==> src/rtl/fp_mul_exp_ctrl.sv <==
// Exponent-path sequencer for the float32 multiplier: drives the shared exponent adder,
// waits for the normaliser decision, then applies bias, range and special-value rules.
module fp_mul_exp_ctrl #(
    parameter int EXP_W = 8,
    parameter int BIAS  = 127
) (
    input  logic             clk,
    input  logic             rst_n,
    input  logic             in_valid,
    output logic             in_ready,
    input  logic [31:0]      op_a,
    input  logic [31:0]      op_b,
    output logic [EXP_W-1:0] exp_a_o,
    output logic [EXP_W-1:0] exp_b_o,
    input  logic [EXP_W:0]   exp_sum_i,
    output logic             norm_req,
    input  logic             norm_valid,
    input  logic             norm_inc,
    output logic             out_valid,
    input  logic             out_ready,
    output logic [EXP_W-1:0] exp_out,
    output logic             sign_out,
    output logic             ovf,
    output logic             unf,
    output logic             is_zero,
    output logic             is_inf,
    output logic             is_nan
);

    localparam int MAN_W = 31 - EXP_W;
    localparam int E_W   = EXP_W + 3;

    localparam logic [EXP_W-1:0] EXP_ALL1 = {EXP_W{1'b1}};
    localparam logic [EXP_W-1:0] EXP_ZERO = '0;
    localparam logic [E_W-1:0]   BIAS_E   = E_W'(BIAS);
    localparam logic [E_W-1:0]   MAX_E    = E_W'((1 << EXP_W) - 1);

    typedef enum logic [1:0] {
        IDLE,
        ADD,
        NORM,
        DONE
    } state_t;

    state_t             state_q, state_d;
    logic [31:0]        op_a_q, op_a_d;
    logic [31:0]        op_b_q, op_b_d;
    logic [EXP_W:0]     sum_q, sum_d;
    logic               in_ready_q, in_ready_d;
    logic               norm_req_q, norm_req_d;
    logic               out_valid_q, out_valid_d;
    logic [EXP_W-1:0]   exp_out_q, exp_out_d;
    logic               sign_out_q, sign_out_d;
    logic               ovf_q, ovf_d;
    logic               unf_q, unf_d;
    logic               is_zero_q, is_zero_d;
    logic               is_inf_q, is_inf_d;
    logic               is_nan_q, is_nan_d;

    logic [EXP_W-1:0]   ea, eb;
    logic [MAN_W-1:0]   ma, mb;
    logic               a_zero, b_zero, a_inf, b_inf, a_nan, b_nan;
    logic               any_special;
    logic               sign_prod;
    logic [E_W-1:0]     e_unb;

    assign ea = op_a_q[30 -: EXP_W];
    assign eb = op_b_q[30 -: EXP_W];
    assign ma = op_a_q[MAN_W-1:0];
    assign mb = op_b_q[MAN_W-1:0];

    // Denormals carry exponent zero and are flushed to zero along with true zeros.
    assign a_zero = (ea == EXP_ZERO);
    assign b_zero = (eb == EXP_ZERO);
    assign a_inf  = (ea == EXP_ALL1) && (ma == '0);
    assign b_inf  = (eb == EXP_ALL1) && (mb == '0);
    assign a_nan  = (ea == EXP_ALL1) && (ma != '0);
    assign b_nan  = (eb == EXP_ALL1) && (mb != '0);

    assign any_special = a_zero | b_zero | a_inf | b_inf | a_nan | b_nan;
    assign sign_prod   = op_a_q[31] ^ op_b_q[31];

    // Unbiased result in two's complement; the extra top bits hold the sign and headroom.
    assign e_unb = {2'b00, sum_q} - BIAS_E + {{(E_W-1){1'b0}}, norm_inc};

    assign exp_a_o   = ea;
    assign exp_b_o   = eb;
    assign in_ready  = in_ready_q;
    assign norm_req  = norm_req_q;
    assign out_valid = out_valid_q;
    assign exp_out   = exp_out_q;
    assign sign_out  = sign_out_q;
    assign ovf       = ovf_q;
    assign unf       = unf_q;
    assign is_zero   = is_zero_q;
    assign is_inf    = is_inf_q;
    assign is_nan    = is_nan_q;

    always_comb begin
        state_d    = state_q;
        op_a_d     = op_a_q;
        op_b_d     = op_b_q;
        sum_d      = sum_q;
        exp_out_d  = exp_out_q;
        sign_out_d = sign_out_q;
        ovf_d      = ovf_q;
        unf_d      = unf_q;
        is_zero_d  = is_zero_q;
        is_inf_d   = is_inf_q;
        is_nan_d   = is_nan_q;

        case (state_q)
            IDLE: begin
                if (in_valid && in_ready_q) begin
                    op_a_d  = op_a;
                    op_b_d  = op_b;
                    state_d = ADD;
                end
            end

            ADD: begin
                sum_d = exp_sum_i;
                if (any_special) begin
                    state_d    = DONE;
                    ovf_d      = 1'b0;
                    unf_d      = 1'b0;
                    is_zero_d  = 1'b0;
                    is_inf_d   = 1'b0;
                    is_nan_d   = 1'b0;
                    sign_out_d = sign_prod;
                    if (a_nan || b_nan || (a_inf && b_zero) || (b_inf && a_zero)) begin
                        is_nan_d   = 1'b1;
                        exp_out_d  = EXP_ALL1;
                        sign_out_d = 1'b0;
                    end else if (a_inf || b_inf) begin
                        is_inf_d  = 1'b1;
                        exp_out_d = EXP_ALL1;
                    end else begin
                        is_zero_d = 1'b1;
                        exp_out_d = EXP_ZERO;
                    end
                end else begin
                    state_d = NORM;
                end
            end

            NORM: begin
                if (norm_valid) begin
                    state_d    = DONE;
                    sign_out_d = sign_prod;
                    ovf_d      = 1'b0;
                    unf_d      = 1'b0;
                    is_zero_d  = 1'b0;
                    is_inf_d   = 1'b0;
                    is_nan_d   = 1'b0;
                    if (e_unb[E_W-1] || (e_unb == '0)) begin
                        unf_d     = 1'b1;
                        is_zero_d = 1'b1;
                        exp_out_d = EXP_ZERO;
                    end else if (e_unb >= MAX_E) begin
                        ovf_d     = 1'b1;
                        is_inf_d  = 1'b1;
                        exp_out_d = EXP_ALL1;
                    end else begin
                        exp_out_d = e_unb[EXP_W-1:0];
                    end
                end
            end

            DONE: begin
                if (out_ready) begin
                    state_d = IDLE;
                end
            end

            default: state_d = IDLE;
        endcase

        // Handshake strobes are registered from the next state so they track it exactly.
        in_ready_d  = (state_d == IDLE);
        norm_req_d  = (state_d == NORM);
        out_valid_d = (state_d == DONE);
    end

    always_ff @(posedge clk or negedge rst_n) begin
        if (!rst_n) begin
            state_q     <= IDLE;
            op_a_q      <= '0;
            op_b_q      <= '0;
            sum_q       <= '0;
            in_ready_q  <= 1'b0;
            norm_req_q  <= 1'b0;
            out_valid_q <= 1'b0;
            exp_out_q   <= '0;
            sign_out_q  <= 1'b0;
            ovf_q       <= 1'b0;
            unf_q       <= 1'b0;
            is_zero_q   <= 1'b0;
            is_inf_q    <= 1'b0;
            is_nan_q    <= 1'b0;
        end else begin
            state_q     <= state_d;
            op_a_q      <= op_a_d;
            op_b_q      <= op_b_d;
            sum_q       <= sum_d;
            in_ready_q  <= in_ready_d;
            norm_req_q  <= norm_req_d;
            out_valid_q <= out_valid_d;
            exp_out_q   <= exp_out_d;
            sign_out_q  <= sign_out_d;
            ovf_q       <= ovf_d;
            unf_q       <= unf_d;
            is_zero_q   <= is_zero_d;
            is_inf_q    <= is_inf_d;
            is_nan_q    <= is_nan_d;
        end
    end

endmodule

==> config.mk <==
export PLATFORM = sky130hd
export DESIGN_NAME = fp_mul_exp_ctrl
export DESIGN_NICKNAME = d
export VERILOG_FILES = /design/src/rtl/fp_mul_exp_ctrl.sv
export SDC_FILE = /design/constraint.sdc
export NUM_CORES = 1
export LEC_CHECK = 0
export CAP_MARGIN = 20
export CORE_MARGIN = 4
export CORE_UTILIZATION = 46
export CTS_BUF_LIST = sky130_fd_sc_hd__clkbuf_4 sky130_fd_sc_hd__clkbuf_8
export DETAILED_ROUTE_END_ITERATION = 10
export HOLD_SLACK_MARGIN = 0.03
export PLACE_DENSITY = 0.79
export SLEW_MARGIN = 30
export SYNTH_ARGS = -nofsm -noshare
export SYNTH_HDL_FRONTEND = slang
export SYNTH_SLANG_ARGS = --single-unit
==> constraint.sdc <==
create_clock -name clk -period 2.19 [get_ports clk]
set_input_delay 0.3285 -clock clk [delete_from_list [all_inputs] [get_ports clk]]
set_output_delay 0.3285 -clock clk [all_outputs]
set_load 0.02 [all_outputs]
* After elaboration in Yosys (flattened, before gate mapping)
Cells that the tools add are included.
** Operators by class
- Reductions and logical operators :: 24
- Order comparisons :: 1
- Bitwise gates (word level) :: 6
- Equality and inequality tests :: 9
- $add $sub $neg :: 2
- Multiplexer cells :: 36
** Operators with widths (count)
- $mux 8 :: 6
- $logic_not 23->1 :: 2
- $reduce_bool 23->1 :: 2
- $mux 1 :: 19
- $eq 8x8->1 const B :: 2
- $logic_not 8->1 :: 2
- $pmux 8 s2 :: 1
- $pmux 1 s2 :: 6
- $add 10x2->11 :: 1
- $ge 11x8->1 const B :: 1
- $logic_not 11->1 :: 1
- $sub 9x7->10 const B :: 1
- $eq 2x2->1 const B :: 4
- $pmux 2 s4 :: 1
- $logic_and 1x1->1 :: 7
- $mux 2 :: 3
- $logic_or 1x1->1 :: 5
- $or 1x1->1 :: 5
- $logic_not 2->1 :: 2
- $ne 2x2->1 const B :: 2
- $reduce_and 3->1 :: 1
- $eq 2x1->1 const B :: 1
- $reduce_and 2->1 :: 1
- $reduce_bool 2->1 :: 1
- $xor 1x1->1 :: 1
** Storage, ports and cells
- Register bits :: 92
- Logic and storage cells :: 92
- Output and inout port bits :: 33
- Bits of input ports :: 79

* Longest topological paths before layout
- Depth after elaboration :: 9
- Gate-level depth with buffers :: 11
- Depth with buffers taken out :: 10

* Worst setup path before layout
No wires, ideal clock.
- Path kind :: register to register
- Start :: register sum_q[0]
- End :: register is_inf_q, in the netlist is_inf
- Buffers on the path :: 1
- Cell stages (with the launch flop) :: 12
- Period minus slack after synthesis :: 2.420 ns
- Data arrival time :: 2.354 ns
- Data required time :: 2.124 ns
- Setup slack :: -0.230 ns
- Setup time :: 0.066 ns
- Path through :: dfrtp_1 buf_2 inv_1 ha_1 ha_1 o21a_1 a31oi_1 o21ai_0 or2_2 nor4_1 and4_1 o31a_1
** Between the ends
- Longest elaborated chain between the ends :: 7
- Elaborated cells between the ends (all ways) :: 9
** RTL lines
- from (decl) :: RTL line 48 : logic [EXP_W:0] sum_q, sum_d;
- from (signal assigned) :: RTL line 205 : sum_q <= sum_d;
- $sub 9x7->10 (*) :: RTL line 84 : assign e_unb = {2'b00, sum_q} - BIAS_E + {{(E_W-1){1'b0}}, norm_inc};
- $add 10x2->11 (*) :: RTL line 84
- $ge 11x8->1 / $logic_not 11->1 (equally long branches) :: RTL line 160, 156
- $mux 1 / $logic_or 1x1->1 (equally long branches) :: RTL line 160, 156
- $mux 1 (*) :: RTL line 156 : if (e_unb[E_W-1] || (e_unb == '0)) begin
- $mux 1 (*) :: RTL line 148 : if (norm_valid) begin
- $pmux 1 s2 (*) :: RTL line 112 : case (state_q)
- to (signal assigned) :: RTL line 214 : is_inf_q <= is_inf_d;
- to (decl) :: RTL line 57 : logic is_inf_q, is_inf_d;
Every way passes the cells marked *; elsewhere a longest branch is shown, timed or not. The select of a mux whose other input is x is not followed.
A chain may end at the register's enable or synchronous reset.

* Worst setup path in the final report
- Start :: register sum_q[0]
- End :: register exp_out_q[3], in the netlist exp_out[3]
** Between the ends
- Longest elaborated chain between the ends :: 7
- Elaborated cells between the ends (all ways) :: 9
** RTL lines
- $sub 9x7->10 (*) :: RTL line 84
- $add 10x2->11 (*) :: RTL line 84
- $ge 11x8->1 / $logic_not 11->1 (equally long branches) :: RTL line 160, 156
- $mux 8 / $logic_or 1x1->1 (equally long branches) :: RTL line 160, 156
- $mux 8 (*) :: RTL line 156
- $mux 8 (*) :: RTL line 148
- $pmux 8 s2 (*) :: RTL line 112
- to (signal assigned) :: RTL line 209 : exp_out_q <= exp_out_d;
- to (decl) :: RTL line 52 : logic [EXP_W-1:0] exp_out_q, exp_out_d;
Marked as above.

==> qor.txt <==
DR DRC count -> 0
DR vias -> 3,491
Die area -> 0.01135 mm2
Initial antenna violation count -> 0
Final Cycle Share -> 1.072
Overflow after GRT -> 0
Number of max-slew violations in the final report -> 0
Post-route ant nets -> 0
Hold slack -> 493.5 ps
Req. time, crit path -> 2400 ps
Fmax -> 0.4260 GHz
Setup tns final -> -1305 ps
Syn_nets -> 461
Static power due to leakage -> 2.707 nW
Final Setup Violations -> 11
FFs w/ async S/R, synth -> 1.000
Flops & latches, synth -> 92
Buf+Inv Stages, Crit Path -> 1
Min-delay worst type -> reg -> reg
Post-synth top flop -> dfrtp_1
Delay-heaviest family, CP -> compound AO/OA/AOI/OAI gates
Core area -> 0.009328 mm2
CP Max Fanout -> 8
I/O pin cnt -> 112
Final Hold Violating Endpoints -> 0
DR pass1 iterations -> 4
Routed Wire Length -> 10.91 mm
# clock sinks -> 92
CP cell instances -> ha_4 > buf_4 > nand3b_1 > a21oi_1 > o21ai_1 > xnor2_1 > a2111oi_4 > o211a_4 > nor4b_1
Worst skew pair latency -> 350 ps
Starting Density -> 0.4786
H-tree levels -> 3
Rel. slew slack -> 0.5864
Setup ws final -> -157.2 ps
Crit path arrival time -> 2560 ps
Fin nets -> 609
Worst setup path category -> reg -> reg
Setup WS pre-CTS -> -506.7 ps
CTS root buffer -> clkbuf_8
First-pass GRT wire length -> 17.57 mm
Max stage delay cell, worst path -> dfrtp_2
FILL cells -> 711
Peak VDD IR -> 799.2 uV
CTS max path bufs -> 2
Total power -> 8.826 mW
Placed Cells -> 641
Final std cell area, no fill -> 0.006335 mm2
RSZ-0062 raised after global routing -> true
Sequential share of the synthesized area -> 0.5157
Worst Setup End Kind -> flip-flop
Vias/cell -> 5.289
Status -> finished with violations
Cells after Synth -> 379
Final core utilization -> 0.6791
Iter 0 DRT Violations -> 88
Area Growth Syn to Fin -> 41.90%
Die Ht -> 106.5 um
ANT cells -> 0
Warnings, synthesis -> 0
P per Cell Area -> 1393 mW/mm2
GP Congestion -> 0.9548
CP peak stage delay -> 450 ps
Vias in the first global route -> 3,675
Max_cap viols -> 0
Largest net degree at the start of global routing -> 60
Post-route insts no fill -> 660
Worst Skew -> 10.22 ps
DIE WIDTH -> 106.5 um
Num CTS Buffers -> 9
WL/cell -> 16.53 um
Placed instance area -> 0.006015 mm2
CTS tree -> built
Number of synthesized flops with an enable pin -> 0
Cell area after synthesis -> 0.004464 mm2
Clock-pin slew on the worst setup and hold paths -> 90 ps
Post-Syn Area per Cell -> 11.78 um2
Count of cell types in the netlist -> 58
Hpwl dp -> 8.289 mm
Crit path launch type -> flip-flop
Total GRT Usage -> 0.1927
Violated checks -> negative setup slack
Share of post-route cells with drive strength above 1 -> 0.3315
Post-layout min period -> 2347 ps
Row count -> 35
PortBufs -> 111
Actual slew at the worst max-slew pin -> 620.4 ps
[flip-flops by register name, indices dropped and copies added (netlist names)]
signal and cells:
op_a_q 32, op_b_q 32, sum_q 9, exp_out 8
state_q 2, in_ready 1, is_inf 1, is_nan 1
is_zero 1, norm_req 1, out_valid 1, ovf 1
sign_out 1, unf 1
[cell usage after synthesis, drive strengths merged (4+ instances only)]
library cell	instances	area share
a211oi	5	0.0084
a21oi	9	0.010
and2	5	0.0078
buf	21	0.034
clkbuf	11	0.0098
dfrtp	92	0.52
inv	6	0.0050
mux2	70	0.18
nand2	25	0.022
nand3	7	0.0078
nand4	8	0.011
nor2	23	0.019
nor3	4	0.0045
nor4	15	0.021
o211ai	4	0.0067
o21ai	9	0.010
or2	4	0.0056
or4	5	0.0084
xnor2	5	0.0098
[path summary, 6_finish.rpt]
path / cells after the start / end / startpoint / slack [ps]
worst max-delay path: 9 / exp_out[3]$_DFFE_PN0P_ / sum_q[0]$_DFFE_PN0N_ / -160
worst min-delay path: 2 / sign_out$_DFFE_PN0P_ / sign_out$_DFFE_PN0P_ / 490
worst max register to register: 9 / exp_out[3]$_DFFE_PN0P_ / sum_q[0]$_DFFE_PN0N_ / -160
worst min register to register: 2 / sign_out$_DFFE_PN0P_ / sign_out$_DFFE_PN0P_ / 490
max in group asynchronous: 3 / op_b_q[11]$_DFFE_PN0P_ / rst_n / 990
min in group asynchronous: 2 / op_a_q[6]$_DFFE_PN0P_ / rst_n / 520
[cell type report]
class | count | area (um2) | area share
flip-flops and latches | 92 | 2303 | 0.3636
multi-input cells | 249 | 2082 | 0.3287
repair buffers | 169 | 1575 | 0.2487
well taps | 129 | 161.4 | 0.02548
clock buffers | 9 | 123.9 | 0.01955
clock inverters | 6 | 63.81 | 0.01007
inverters | 6 | 25.02 | 0.003950
[layer usage]
layer | global-route usage | vias to the layer above | part of all wire
li1 | - | 1671 | -
met1 | 0.2317 | 1722 | 0.41
met2 | 0.3430 | 80 | 0.53
met3 | 0.03886 | 18 | 0.040
met4 | 0.06758 | 0 | 0.019
met5 | 0 | - | 0
[where the power goes]
part           internal, mW  leakage (nW)  total (mW)  switching (mW)
sequential             2.55          1.15        3.11           0.564
clock                 0.522        0.0915        1.11           0.592
combinational          2.53          1.47        4.60            2.07
total                  5.60          2.71        8.83            3.23
[timing repair]
action                                  4_1_cts  5_1_grt
hold buffers                                  1        0
pin swaps                                     7        5
endpoints found under the hold margin        46        0
resized for setup                            14       10
endpoints found under the setup margin       12       15
buffers inserted                              1        2
[cell usage in the layout, fill, tap and decap left out, drive strengths merged, types with 4 or more instances in the layout]
master	netlist	final
nand2	25	25
nand4	8	8
a211oi	5	5
clkbuf	11	9
nor3	4	4
and2	5	5
a21oi	9	9
dfrtp	92	92
xnor2	5	5
nor2	23	23
nand3	7	7
clkdlybuf4s50	0	110
or4	5	5
o21ai	9	9
mux2	70	70
inv	6	7
o211ai	4	4
nor4	15	15
buf	21	58
or2	4	4
[cell families after synthesis]
kind of cell    share of synthesized area
xor+xnor                          0.01373
mux                                0.1788
buf+inv                           0.04932
compound gates                    0.09866
fa+ha+maj                        0.008409
simple gates                       0.1354
flops                              0.5157
[worst register-to-register path: cells and delay by family, from the launching register on]
kind	cells	cell delay (ps)
and+or+nand+nor	2	230
xor gates and xnor gates	1	190
AOI/OAI and AO/OA	4	1000
adders and majority gates	1	200
buffers and inverters	1	150
DFF	1	450
No activity file was read; power rests on OpenSTA's default activity.
